==> config.mk <==
export PLATFORM = sky130hd
export DESIGN_NAME = spi_sram_master
export DESIGN_NICKNAME = d
export VERILOG_FILES = /design/src/rtl/spi_sram_master.sv
export SDC_FILE = /design/constraint.sdc
export NUM_CORES = 1
export LEC_CHECK = 0
export BUFFER_PORTS_ARGS = -buffer_cell sky130_fd_sc_hd__buf_2
export CORE_UTILIZATION = 54
export DETAILED_ROUTE_END_ITERATION = 10
export GPL_TIMING_DRIVEN = 0
export PLACE_DENSITY = 0.78
export RECOVER_POWER = 50
export SYNTH_ARGS = -nofsm -noshare
export SYNTH_HDL_FRONTEND = slang
export SYNTH_SLANG_ARGS = --single-unit
==> constraint.sdc <==
create_clock -name clock -period 2.06 [get_ports clock]
set_input_delay 0.309 -clock clock [delete_from_list [all_inputs] [get_ports clock]]
set_output_delay 0.309 -clock clock [all_outputs]
set_load 0.005 [all_outputs]
==> src/rtl/spi_sram_master.sv <==
// spi_sram_master: SPI mode-0 initiator for the SPI SRAM slave.
// Frame is a command bit (1=write), then address, then data, all MSB first.
module spi_sram_master #(
    parameter int ADDR_W  = 8,
    parameter int DATA_W  = 8,
    parameter int CLK_DIV = 2
) (
    input  logic              clock,
    input  logic              reset,
    input  logic              req_valid,
    output logic              req_ready,
    input  logic              req_write,
    input  logic [ADDR_W-1:0] req_addr,
    input  logic [DATA_W-1:0] req_wdata,
    output logic              rsp_valid,
    output logic [DATA_W-1:0] rsp_rdata,
    output logic              cs_n,
    output logic              sclk,
    output logic              sdoM,
    input  logic              sdiM,
    output logic              comload,
    output logic              addrload,
    output logic              dataload
);
    // state | meaning
    // IDLE  | cs_n high, ready for a request
    // CMD   | command bit on sdoM
    // ADDR  | address bits, MSB first
    // DATA  | write data out, or read data sampled in
    // DONE  | one-cycle response strobe, cs_n high

    localparam int MAX_W = (ADDR_W > DATA_W) ? ADDR_W : DATA_W;
    localparam int BIT_W = $clog2(MAX_W + 1);
    localparam int DIV_W = $clog2(CLK_DIV + 1);
    localparam logic [DIV_W-1:0] DIV_LAST  = DIV_W'(CLK_DIV - 1);
    localparam logic [BIT_W-1:0] ADDR_LAST = BIT_W'(ADDR_W - 1);
    localparam logic [BIT_W-1:0] DATA_LAST = BIT_W'(DATA_W - 1);

    typedef enum logic [2:0] {
        IDLE,
        CMD,
        ADDR,
        DATA,
        DONE
    } state_t;

    state_t            state, state_nx;
    logic [DIV_W-1:0]  div_cnt, div_nx;
    logic [BIT_W-1:0]  bit_cnt, bit_nx;
    logic              hi, hi_nx;
    logic              wr_q;
    logic [ADDR_W-1:0] addr_sr, addr_sr_nx;
    logic [DATA_W-1:0] tx_sr, tx_sr_nx;
    logic [DATA_W-1:0] rx_sr, rx_sr_nx;
    logic              accept;
    logic              busy;
    logic              busy_nx;
    logic              rise_edge;
    logic              bit_end;
    logic              sdo_nx;

    assign accept    = (state == IDLE) && req_valid && req_ready;
    assign busy      = (state == CMD) || (state == ADDR) || (state == DATA);
    assign rise_edge = busy && !hi && (div_cnt == DIV_LAST);
    assign bit_end   = busy && hi && (div_cnt == DIV_LAST);

    always_comb begin
        state_nx   = state;
        div_nx     = div_cnt;
        bit_nx     = bit_cnt;
        hi_nx      = hi;
        addr_sr_nx = addr_sr;
        tx_sr_nx   = tx_sr;
        rx_sr_nx   = rx_sr;

        if (busy) begin
            if (div_cnt == DIV_LAST) begin
                div_nx = '0;
                hi_nx  = !hi;
            end else begin
                div_nx = div_cnt + 1'b1;
            end
        end

        // read data is captured on the edge that raises sclk
        if (rise_edge && (state == DATA) && !wr_q)
            rx_sr_nx = (rx_sr << 1) | DATA_W'(sdiM);

        case (state)
            IDLE: begin
                if (accept) begin
                    state_nx   = CMD;
                    div_nx     = '0;
                    bit_nx     = '0;
                    hi_nx      = 1'b0;
                    addr_sr_nx = req_addr;
                    tx_sr_nx   = req_wdata;
                end
            end
            CMD: begin
                if (bit_end) begin
                    state_nx = ADDR;
                    bit_nx   = '0;
                end
            end
            ADDR: begin
                if (bit_end) begin
                    addr_sr_nx = addr_sr << 1;
                    if (bit_cnt == ADDR_LAST) begin
                        state_nx = DATA;
                        bit_nx   = '0;
                    end else begin
                        bit_nx = bit_cnt + 1'b1;
                    end
                end
            end
            DATA: begin
                if (bit_end) begin
                    tx_sr_nx = tx_sr << 1;
                    if (bit_cnt == DATA_LAST) begin
                        state_nx = DONE;
                        bit_nx   = '0;
                    end else begin
                        bit_nx = bit_cnt + 1'b1;
                    end
                end
            end
            DONE:    state_nx = IDLE;
            default: state_nx = IDLE;
        endcase
    end

    // Serial output follows the bit position, so it only moves at bit boundaries.
    always_comb begin
        busy_nx = (state_nx == CMD) || (state_nx == ADDR) || (state_nx == DATA);
        case (state_nx)
            CMD:     sdo_nx = accept ? req_write : wr_q;
            ADDR:    sdo_nx = addr_sr_nx[ADDR_W-1];
            DATA:    sdo_nx = wr_q & tx_sr_nx[DATA_W-1];
            default: sdo_nx = 1'b0;
        endcase
    end

    always_ff @(posedge clock) begin
        if (reset) begin
            state     <= IDLE;
            div_cnt   <= '0;
            bit_cnt   <= '0;
            hi        <= 1'b0;
            wr_q      <= 1'b0;
            addr_sr   <= '0;
            tx_sr     <= '0;
            rx_sr     <= '0;
            req_ready <= 1'b0;
            rsp_valid <= 1'b0;
            rsp_rdata <= '0;
            cs_n      <= 1'b1;
            sclk      <= 1'b0;
            sdoM      <= 1'b0;
            comload   <= 1'b0;
            addrload  <= 1'b0;
            dataload  <= 1'b0;
        end else begin
            state   <= state_nx;
            div_cnt <= div_nx;
            bit_cnt <= bit_nx;
            hi      <= hi_nx;
            addr_sr <= addr_sr_nx;
            tx_sr   <= tx_sr_nx;
            rx_sr   <= rx_sr_nx;
            if (accept)
                wr_q <= req_write;
            req_ready <= (state_nx == IDLE);
            rsp_valid <= (state_nx == DONE);
            if ((state_nx == DONE) && !wr_q)
                rsp_rdata <= rx_sr;
            cs_n     <= !busy_nx;
            sclk     <= busy_nx && hi_nx;
            sdoM     <= sdo_nx;
            comload  <= (state_nx == CMD);
            addrload <= (state_nx == ADDR);
            dataload <= (state_nx == DATA);
        end
    end

endmodule

-- Yosys cells after proc, flatten, opt, wreduce, memory -nomap -nowiden
Cells that the tools add are included.
- muxes and demuxes: 28
- add/sub/neg operators: 2
- reductions and logical operators: 26
- bitwise logic cells: 2
- equality and inequality tests: 14
- $mul: 0
- order comparisons: 0
- shift-type cells: 0
- divide/modulo/power cells: 0
- operator list (kind ; count):
    two-way mux 8 bit ; 4
    one-hot mux 8 bit (2 select lines) ; 2
    two-way mux 3 bit ; 6
    two-way mux 4 bit ; 4
    equality test 3 x 2 -> 1 bit (second input constant) ; 4
    one-hot mux 3 bit (4 select lines) ; 1
    one-hot mux 4 bit (3 select lines) ; 1
    logical AND 1 bit ; 10
    two-way mux 2 bit ; 4
    inequality test 2 bit (second input constant) ; 4
    bitwise OR 8 x 1 -> 8 bit ; 1
    equality test 3 x 1 -> 1 bit (second input constant) ; 2
    zero test 3 bit ; 2
    AND reduction 3 bit ; 2
    two-way mux 1 bit ; 5
    adder 4 x 1 -> 4 bit (second input constant) ; 1
    equality test 4 x 3 -> 1 bit (second input constant) ; 1
    logical OR 1 bit ; 4
    AND reduction 4 bit ; 1
    nonzero test 2 bit ; 2
    equality test 3 bit (second input constant) ; 1
    zero test 1 bit ; 3
    one-hot mux 1 bit (3 select lines) ; 1
    nonzero test 3 bit ; 1
    5 further kinds ; 5
- latch bits: 0
- ROM bits: 0
- input bits: 21
- flip-flop bits (word level): 51
- bits in writable memories: 0
- output and inout port bits: 16
- word-level logic and storage cells: 91
- memories: 0

-- Logic depth before layout (Yosys ltp)
Gate-level depths: netlist of run 1.
- word-level depth: 11
- depth in mapped cells: 7

-- Worst setup path after synthesis of run 1
Ideal clock, no wire load.
- kind: register to register
- start point: register state[1]
- end point: register sdoM
- buffers on the path: 1
- data required time: 1.921 ns
- cell stages (with the launch flop): 6
- path slack: 0.486 ns
- clock period less this slack: 1.574 ns
- arrival time: 1.435 ns
- cell sequence: dfxtp_1 -> buf_6 -> and4b_2 -> o21ai_1 -> a222oi_1 -> o221ai_1
- word-level cells in the longest chain between the ends: 9
- RTL lines (what ; line ; RTL):
    start: declaration ; 47 ; state_t state, state_nx;
    start signal: assignment ; 164 ; state <= state_nx;
    equality test 3 x 1 -> 1 bit or equality test 3 x 2 -> 1 bit (tied branches) ; 63, 89 ;
    logical OR 1 bit (2 in series) ; 63 ; assign busy = (state == CMD) || (state == ADDR) || (state == DATA);
    logical AND 1 bit (2 in series) ; 65 ; assign bit_end = busy && hi && (div_cnt == DIV_LAST);
    two-way mux 3 bit (tied with other cells) ; 118 ; if (bit_end) begin
    one-hot mux 3 bit (4 select lines) or one-hot mux 8 bit (2 select lines) (tied branches) ; 89 ; case (state)
    equality test 3 x 2 -> 1 bit (tied with other cells) ; 136 ; case (state_nx)
    one-hot mux 1 bit (3 select lines) (*) ; 136 ;
    end signal: assignment ; 179 ; sdoM <= sdo_nx;
    end: declaration ; 19 ; output logic sdoM,
Every way passes the cells marked *; elsewhere a longest branch is shown, timed or not. The select of a mux whose other input is x is not followed.
A chain may end at the register's enable or synchronous reset.

-- Worst setup path in the final report of run 1
- start point: register bit_cnt[0]
- end point: register rsp_rdata[0]
- word-level cells in the longest chain between the ends: 6
- RTL lines (what ; line ; RTL):
    start: declaration ; 49 ; logic [BIT_W-1:0] bit_cnt, bit_nx;
    start signal: assignment ; 166 ; bit_cnt <= bit_nx;
    equality test 4 x 3 -> 1 bit (*) ; 109, 120 ;
    two-way mux 3 bit (on tied branches) ; 120, 109 ;
    two-way mux 3 bit (on tied branches) ; 118, 107 ;
    one-hot mux 3 bit (4 select lines) (*) ; 89 ;
    equality test 3 bit (*) ; 175 ; if ((state_nx == DONE) && !wr_q)
    logical AND 1 bit (*) ; 175 ;
    end signal: assignment ; 176 ; rsp_rdata <= rx_sr;
    end: declaration ; 16 ; output logic [DATA_W-1:0] rsp_rdata,
Every way passes the cells marked *; elsewhere a longest branch is shown, timed or not.

==> results of run 1 <==
metal layers:
metal / global-route usage, % / routed length (µm) / vias to the layer above
met5: 0 / 0 / -
met4: 7.102 / 66 / 0
met3: 7.609 / 261 / 10
met2: 35.64 / 1944 / 61
met1: 27.68 / 1930 / 820
li1: - / - / 863
repair_timing:
item	4_1_cts	5_1_grt
buffers inserted	0	0
resized for setup	0	1
setup endpoints to repair	0	1
stage by stage:
stage / std cells / instance area [µm²] / worst slack [ns]
2_1_floorplan: 217 / 2044 / 0.4864
6_report: 306 / 2386 / 0.1376
4_1_cts: 306 / 2385 / 0.1729
3_5_place_dp: 299 / 2282 / 0.2054
5_1_grt: 306 / 2386 / 0.01287
3_3_place_gp: 299 / 2282 / 0.2427
registers in the layout (all words and copies together), names as in the netlist:
register and count:
addrload 1, sdoM 1, dataload 1, tx_sr 8, sclk 1, comload 1, req_ready 1, hi 1
wr_q 1, cs_n 1, rsp_valid 1, div_cnt 2, rx_sr 8, state 3, addr_sr 8, bit_cnt 4
rsp_rdata 8
cell type report:
cell class	instances	area [µm²]
Buffer	13	58.81
Fill cell	308	1082
Timing Repair Buffer	36	176.4
Sequential cell	51	1021
Clock buffer	6	72.57
Clock inverter	1	30.03
Tap cell	46	57.56
Multi-Input combinational cell	149	954.7
Inverter	4	15.01
cells in the mapped netlist, types with 3 or more instances:
cell type and count:
a2111oi_0 3, nand2_1 13, nor2_1 40, inv_1 4, dfxtp_1 51, clkbuf_1 8, mux2i_1 18, a22oi_1 10
nor2b_1 3, a21oi_1 13, nor3_1 7, a222oi_1 7, and2_1 3
worst reg2reg max path, stage by stage (launching register included):
cell	delay (ns)
dfxtp_1	0.39
ha_1	0.21
nand3b_1	0.32
nor3_4	0.54
mux2i_1	0.28
nor2_1	0.06
worst max path at each step:
stage                     from            to  cells after the start
finish              bit_cnt[0]  rsp_rdata[0]                      5
global route        bit_cnt[0]  rsp_rdata[0]                      5
CTS                 bit_cnt[0]  rsp_rdata[0]                      5
detailed placement  bit_cnt[0]  rsp_rdata[0]                      5
global placement     req_valid          sdoM                      6
floorplan             state[1]          sdoM                      5
logic make-up (layout without fill, tap and decap cells):
group | count (synthesis) | in the layout | share of synthesized area [%]
and+or+nand+nor | 88 | 88 | 22.22
buffers and inverters | 17 | 60 | 3.611
xor gates and xnor gates | 3 | 3 | 1.285
adders and majority gates | 1 | 1 | 0.6119
DFF | 51 | 51 | 49.94
AOI/OAI and AO/OA | 39 | 39 | 13.53
muxes | 18 | 18 | 8.813
report_power, final:
part / internal, mW / switching (mW)
clock: 0.356 / 0.311
sequential: 1.01 / 0.0158
combinational: 0.0567 / 0.0756
total: 1.42 / 0.403
==> impl_metrics.json, run 1 <==
{
  "status": "complete, no violations",
  "hold_end": "hi",
  "synth_edf_count": 0,
  "drt_iter0_markers": 217,
  "r2r_start": "bit_cnt[0]",
  "ff2ff_setup_slack_ns": 0.14,
  "ctsHoldBuffers": 0,
  "antenna_found_initial": 0,
  "yosys_most_used_dff": "dfxtp_1",
  "hold_path_depth": 2,
  "synth_top_area_share_pct": 49.94,
  "seq_area_frac_synth_pct": 49.94,
  "synthTopCellsByArea": "dfxtp_1 50%, mux2i_1 8.8%, nor2_1 7.3%, a22oi_1 3.7%, a222oi_1 3.4%",
  "p_per_area_nw_per_um2": 765.0,
  "final_cell_mix": "51 x dfxtp_1, 40 x nor2_1, 35 x buf_2, 18 x mux2i_1",
  "synth_area_leader_cell": "dfxtp_1",
  "dieWidth_um": 63.53,
  "clk_pin_slew_worst_paths_ns": 0.09,
  "r2r_end": "rsp_rdata[0]",
  "setup_violations": 0,
  "cap_violations": 0,
  "wire_per_inst_um": 13.74,
  "worstPathArrival_ns": 2.10,
  "grt_max_degree": 15,
  "crit_buf_inv": 0,
  "synthCells": 217,
  "syn-num-nets": 239,
  "crit_family": "simple AND/OR/NAND/NOR gates",
  "hp-start": "reset",
  "grt_pass1_vias": 1530,
  "crit_path_max_fanout": 8,
  "design.core.area_um2": 3468,
  "postSynthAreaPerCell_um2": 9.421,
  "setup_tns_ns": 0,
  "port_buffers": 36,
  "final_common_cell": "dfxtp_1",
  "r2r.worst_path.cells": 5,
  "worst_slew_pin_slew_ns": 0.6895,
  "die_y_um": 63.53,
  "clk_latency_ns": 0.30,
  "cts_root_buffer": "clkbuf_8",
  "utilization_pct": 68.80,
  "p_total_mw": 1.825,
  "placementRows": 21,
  "num_vias": 1754,
  "fmax_mhz": 520.2,
  "io_pins": 37,
  "cp-end-kind": "register",
  "grt_setup_unrepaired": "no",
  "hpwl_um": 2922,
  "yosys_warnings": 0,
  "ys_types": 41,
  "post-route-drc-count": 0,
  "startpoint_type": "register",
  "path_class": "reg -> reg",
  "htree_levels": 2,
  "grt_overflow_total": 0,
  "p_leak_nw": 1.015,
  "cts_tree": "yes",
  "crit_chain": "ha_1 > nand3b_1 > nor3_4 > mux2i_1 > nor2_1",
  "dr.pass1.iters": 7,
  "antenna_cells": 0,
  "whs_ns": 0.2323,
  "drive_above_1_share_pct": 18.46,
  "gp_congestion": 0.8992,
  "start_util_pct": 58.95,
  "drt.antenna.violating_nets": 0,
  "ys_async_sr_fraction_pct": 0,
  "slew_viol_final": 0,
  "grt_util_all_layers_pct": 22.20,
  "cts_max_path_buffers": 2,
  "fin_worst_skew_ns": 0.005519,
  "vdd_drop_max_mv": 0.5253,
  "fin_crit_ns": 1.922,
  "routed_wl_um": 4203,
  "crit_path_top_delay_cell": "nor3_4",
  "area.growth.synth_to_final_pct": 16.71,
  "cts_buffers": 5,
  "dieArea_um2": 4036,
  "synth.cell_area_um2": 2044,
  "crit_required_ns": 2.24,
  "grt_pass1_wl_um": 6927,
  "vias_per_cell": 5.732,
  "clock_sinks": 51,
  "relSlewSlack_pct": 54.03,
  "finalCritPeriodShare_pct": 93.32,
  "nets": 282,
  "hold_class": "in -> reg",
  "ys_ff_latch": 51,
  "critPathMaxStageDelay_ns": 0.54,
  "hold_violations": 0
}
(Power assumes the default switching activity.)
==> run 2, diff against run 1 <==
CAP_MARGIN = 20   (was unset)
MAX_ROUTING_LAYER = met4   (was unset)
==> impl_metrics.json, run 2 (synthesized netlist as in run 1, its figures left out) <==
{
  "regArea_um2": 1021,
  "ff2ff_setup_slack_ns": 0.23,
  "num_vias": 1702,
  "wire_per_inst_um": 13.36,
  "grt_overflow_total": 0,
  "p_leak_nw": 1.016,
  "multi_input_area_um2": 948.4,
  "fin_crit_ns": 1.835,
  "dr.pass1.iters": 4,
  "worst_slew_pin_slew_ns": 0.6931,
  "grt_setup_unrepaired": "no",
  "cp-end-kind": "register",
  "drt.antenna.violating_nets": 0,
  "fill_cells": 300,
  "post_cts_buffers": 0,
  "area.growth.synth_to_final_pct": 16.10,
  "cp-endpoint": "sdoM",
  "grt_util_all_layers_pct": 23.24,
  "htree_levels": 2,
  "clock_sinks": 51,
  "r2r_end": "sdoM",
  "dieArea_um2": 4036,
  "nets": 282,
  "cap_violations": 0,
  "hold_class": "in -> reg",
  "cts_root_buffer": "clkbuf_8",
  "grt_pass1_vias": 1562,
  "drt_iter0_markers": 159,
  "crit_required_ns": 2.30,
  "path_class": "reg -> reg",
  "crit_path_max_fanout": 10,
  "routed_wl_um": 4102,
  "clk_pin_slew_worst_paths_ns": 0.09,
  "ctsHoldBuffers": 0,
  "antenna_found_initial": 0,
  "start_util_pct": 58.95,
  "fin_worst_skew_ns": 0.007737,
  "placementRows": 21,
  "relSlewSlack_pct": 53.79,
  "vdd_drop_max_mv": 0.7246,
  "grt_pass1_wl_um": 7086,
  "port_buffers": 36,
  "clk_latency_ns": 0.31,
  "io_pins": 37,
  "design.core.area_um2": 3468,
  "r2r.worst_path.cells": 6,
  "gp_congestion": 0.9123,
  "status": "complete, no violations",
  "final_cell_mix": "51 x dfxtp_1, 40 x nor2_1, 36 x buf_2, 18 x mux2i_1",
  "die_y_um": 63.53,
  "grt_max_degree": 16,
  "p_per_area_nw_per_um2": 741.9,
  "setup_violations": 0,
  "setup_tns_ns": 0,
  "post-route-drc-count": 0,
  "utilization_pct": 68.43,
  "cts_tree": "yes",
  "startpoint_type": "register",
  "cts_max_path_buffers": 2,
  "vias_per_cell": 5.544,
  "finalCritPeriodShare_pct": 89.07,
  "hold_violations": 0,
  "r2r_start": "state[1]",
  "antenna_cells": 0,
  "fmax_mhz": 545.0,
  "cts_resized": 0,
  "final_common_cell": "dfxtp_1",
  "hpwl_um": 2924,
  "dieWidth_um": 63.53,
  "drive_above_1_share_pct": 18.39,
  "critPathLaunch": "state[1]",
  "slew_viol_final": 0,
  "cts_buffers": 5,
  "worstPathArrival_ns": 2.07
}
run 2: routing by layer:
metal	wire length, µm	up-vias	track usage, %	share of wire, %
met5	0	-	-	0
met4	72	0	10.23	1.8
met3	247	10	6.522	6.0
met2	1792	50	35.24	44
met1	1989	781	28.64	48
li1	-	861	-	-
run 2: critical path: stages (launching register included):
cell,delay [ns]
dfxtp_1,0.31
buf_6,0.13
and4b_1,0.27
a22oi_1,0.58
a221o_1,0.29
nand4_1,0.09
o221ai_1,0.08
run 2: worst min path at each step:
stage | start | end | slack, ns | depth (start not counted)
2_1_floorplan | reset | hi | 0.39 | 1
3_3_place_gp | tx_sr[4] | tx_sr[4] | 0.44 | 2
3_5_place_dp | tx_sr[3] | tx_sr[3] | 0.45 | 2
4_1_cts | reset | hi | 0.21 | 2
5_1_grt | reset | hi | 0.23 | 2
6_report | sdiM | rx_sr[0] | 0.23 | 3
run 2: layout make-up:
cell class,count,area share (%)
Clock buffer,7,3.637
Multi-Input combinational cell,149,39.96
Timing Repair Buffer,36,7.485
Sequential cell,51,43.02
Tap cell,46,2.425
Clock inverter,1,0.3690
Inverter,4,0.6326
Buffer,13,2.478
run 2: where the power goes:
group	switching, mW	internal (mW)	leakage [nW]
registers	0.0155	1.01	0.413
logic	0.0756	0.0567	0.554
clock network	0.328	0.276	0.0484
total	0.419	1.34	1.02
run 2: through the flow:
step | hold slack, ns | power (mW) | cells | cell area (µm²) | worst slack [ns]
after floorplan | 0.3945 | 1.131 | 217 | 2044 | 0.4864
after global placement | 0.4432 | 1.178 | 299 | 2282 | 0.2333
after detailed placement | 0.4473 | 1.180 | 299 | 2282 | 0.2620
after CTS | 0.2144 | 1.768 | 307 | 2377 | 0.2478
after global routing | 0.2312 | 1.831 | 307 | 2374 | 0.06575
final | 0.2257 | 1.761 | 307 | 2374 | 0.2252
==> run 3, diff against run 2 <==
CTS_CLUSTER_SIZE = 14   (was unset)
REMOVE_ABC_BUFFERS = 1   (was unset)
==> impl_metrics.json, run 3 (synthesized netlist as in run 1, its figures left out) <==
{
  "drt.antenna.violating_nets": 0,
  "cp-end-kind": "register",
  "critPathMaxStageDelay_ns": 0.49,
  "cts_buffers": 5,
  "p_per_area_nw_per_um2": 823.3,
  "final_common_cell": "dfxtp_1",
  "cap_violations": 0,
  "final_cell_mix": "50 x dfxtp_1, 40 x nor2_1, 34 x buf_2, 18 x mux2i_1, 14 x nand2_1",
  "nets": 271,
  "internal-power_mw": 1.548,
  "crit_path_max_fanout": 20,
  "fill_cells": 302,
  "port_buffers": 36,
  "clk_latency_ns": 0.30,
  "dieWidth_um": 63.53,
  "hold_class": "in -> reg",
  "crit_family": "simple AND/OR/NAND/NOR gates",
  "crit_chain": "nor4bb_1 > and2_4 > mux2i_1 > o221ai_1",
  "status": "complete, no violations",
  "cts_root_buffer": "clkbuf_8",
  "p_switching_mw": 0.4008,
  "ctsHoldBuffers": 0,
  "setup_tns_ns": 0,
  "setup_violations": 0,
  "dp.cells": 286,
  "path_class": "reg -> reg",
  "cts_tree": "yes",
  "grt_util_all_layers_pct": 20.48,
  "gp_congestion": 0.7850,
  "fin_crit_ns": 1.871,
  "p_seq_share_pct": 52.8,
  "grt_overflow_total": 0,
  "hold_violations": 0,
  "vias_per_cell": 5.497,
  "dieArea_um2": 4036,
  "design.core.area_um2": 3468,
  "worst_slew_pin_slew_ns": 0.8018,
  "finalCritPeriodShare_pct": 90.84,
  "fin_worst_skew_ns": 0.004403,
  "hpwl_um": 2462,
  "vdd_drop_max_mv": 0.7073,
  "p_total_mw": 1.949,
  "die_y_um": 63.53,
  "p_leak_nw": 0.9994,
  "crit_buf_inv": 0,
  "cts_max_path_buffers": 2,
  "power_frac_comb_pct": 6.2,
  "post-route-drc-count": 0,
  "setup_slack_ns": 0.1888,
  "power.share.clock_pct": 41.0,
  "relSlewSlack_pct": 46.55,
  "routed_wl_um": 3695,
  "crit_path_top_delay_cell": "nor4bb_1",
  "slew_viol_final": 0,
  "antenna_found_initial": 0,
  "fmax_mhz": 534.4,
  "grt_pass1_wl_um": 6334,
  "grt_setup_unrepaired": "no",
  "clk_pin_slew_worst_paths_ns": 0.09,
  "dr.pass1.iters": 4,
  "antenna_cells": 0,
  "crit_required_ns": 2.23,
  "grt_pass1_vias": 1510,
  "finalNonFillerCells": 296,
  "drive_above_1_share_pct": 20.00,
  "area.growth.synth_to_final_pct": 15.79,
  "startpoint_type": "register",
  "worstPathArrival_ns": 2.04,
  "htree_levels": 2,
  "dp_slack_ns": -0.004733,
  "io_pins": 37,
  "clock_sinks": 51,
  "grt_max_degree": 49,
  "wire_per_inst_um": 12.48,
  "start_util_pct": 58.95,
  "final_cell_area_um2": 2367,
  "num_vias": 1627,
  "swShare_pct": 20.57,
  "drt_iter0_markers": 141,
  "placed_area_um2": 2223,
  "placementRows": 21
}
-- run 3: per-layer routing --
metal,vias up,routed length (µm),GRT usage (%)
met5,-,0,-
met4,0,29,6.534
met3,4,118,6.159
met2,41,1810,34.31
met1,748,1736,23.20
li1,834,-,-
-- run 3: power groups by stage --
stage          logic, mW  registers (mW)  clock network (mW)
4_1_cts            0.120            1.03               0.819
2_1_floorplan     0.0681            1.05                   0
3_3_place_gp       0.117            1.05                   0
5_1_grt            0.135            1.03               0.865
3_5_place_dp       0.119            1.05                   0
6_report           0.120            1.03               0.800
-- run 3: worst paths after layout --
path / start / end / slack [ns] / depth (start not counted)
worst min-delay path: sdiM / rx_sr[0] / 0.25 / 3
worst max-delay path: state[0] / sdoM / 0.19 / 4
worst max register to register: state[0] / sdoM / 0.19 / 4
worst min register to register: tx_sr[6] / tx_sr[6] / 0.45 / 2
-- run 3: final cells by class --
| type | count | area, µm² | share of cell area (%) |
|---|---|---|---|
| flip-flops and latches | 51 | 1022 | 43.18 |
| multi-input cells | 149 | 943.4 | 39.85 |
| repair buffers | 38 | 192.7 | 8.140 |
| clock buffers | 5 | 68.82 | 2.907 |
| clock inverters | 3 | 67.56 | 2.854 |
| well taps | 46 | 57.56 | 2.431 |
| inverters | 4 | 15.01 | 0.6342 |
-- run 3: through the flow --
stage	hold slack, ns	util, %
3_5_place_dp	0.4441	64.11
4_1_cts	0.2366	68.07
2_1_floorplan	0.3781	-
6_report	0.2485	68.25
5_1_grt	0.2480	68.25
3_3_place_gp	0.4405	64.11
-- run 3: timing repair --
action                     4_1_cts  5_1_grt
gates resized for setup          1        3
pin swaps                        0        2
setup endpoints to repair        1        4
setup buffers                    0        2
-- run 3: worst min-delay path: stages --
cell and delay [ns]:
buf_2 0.07, mux2i_1 0.05, nor2_1 0.08
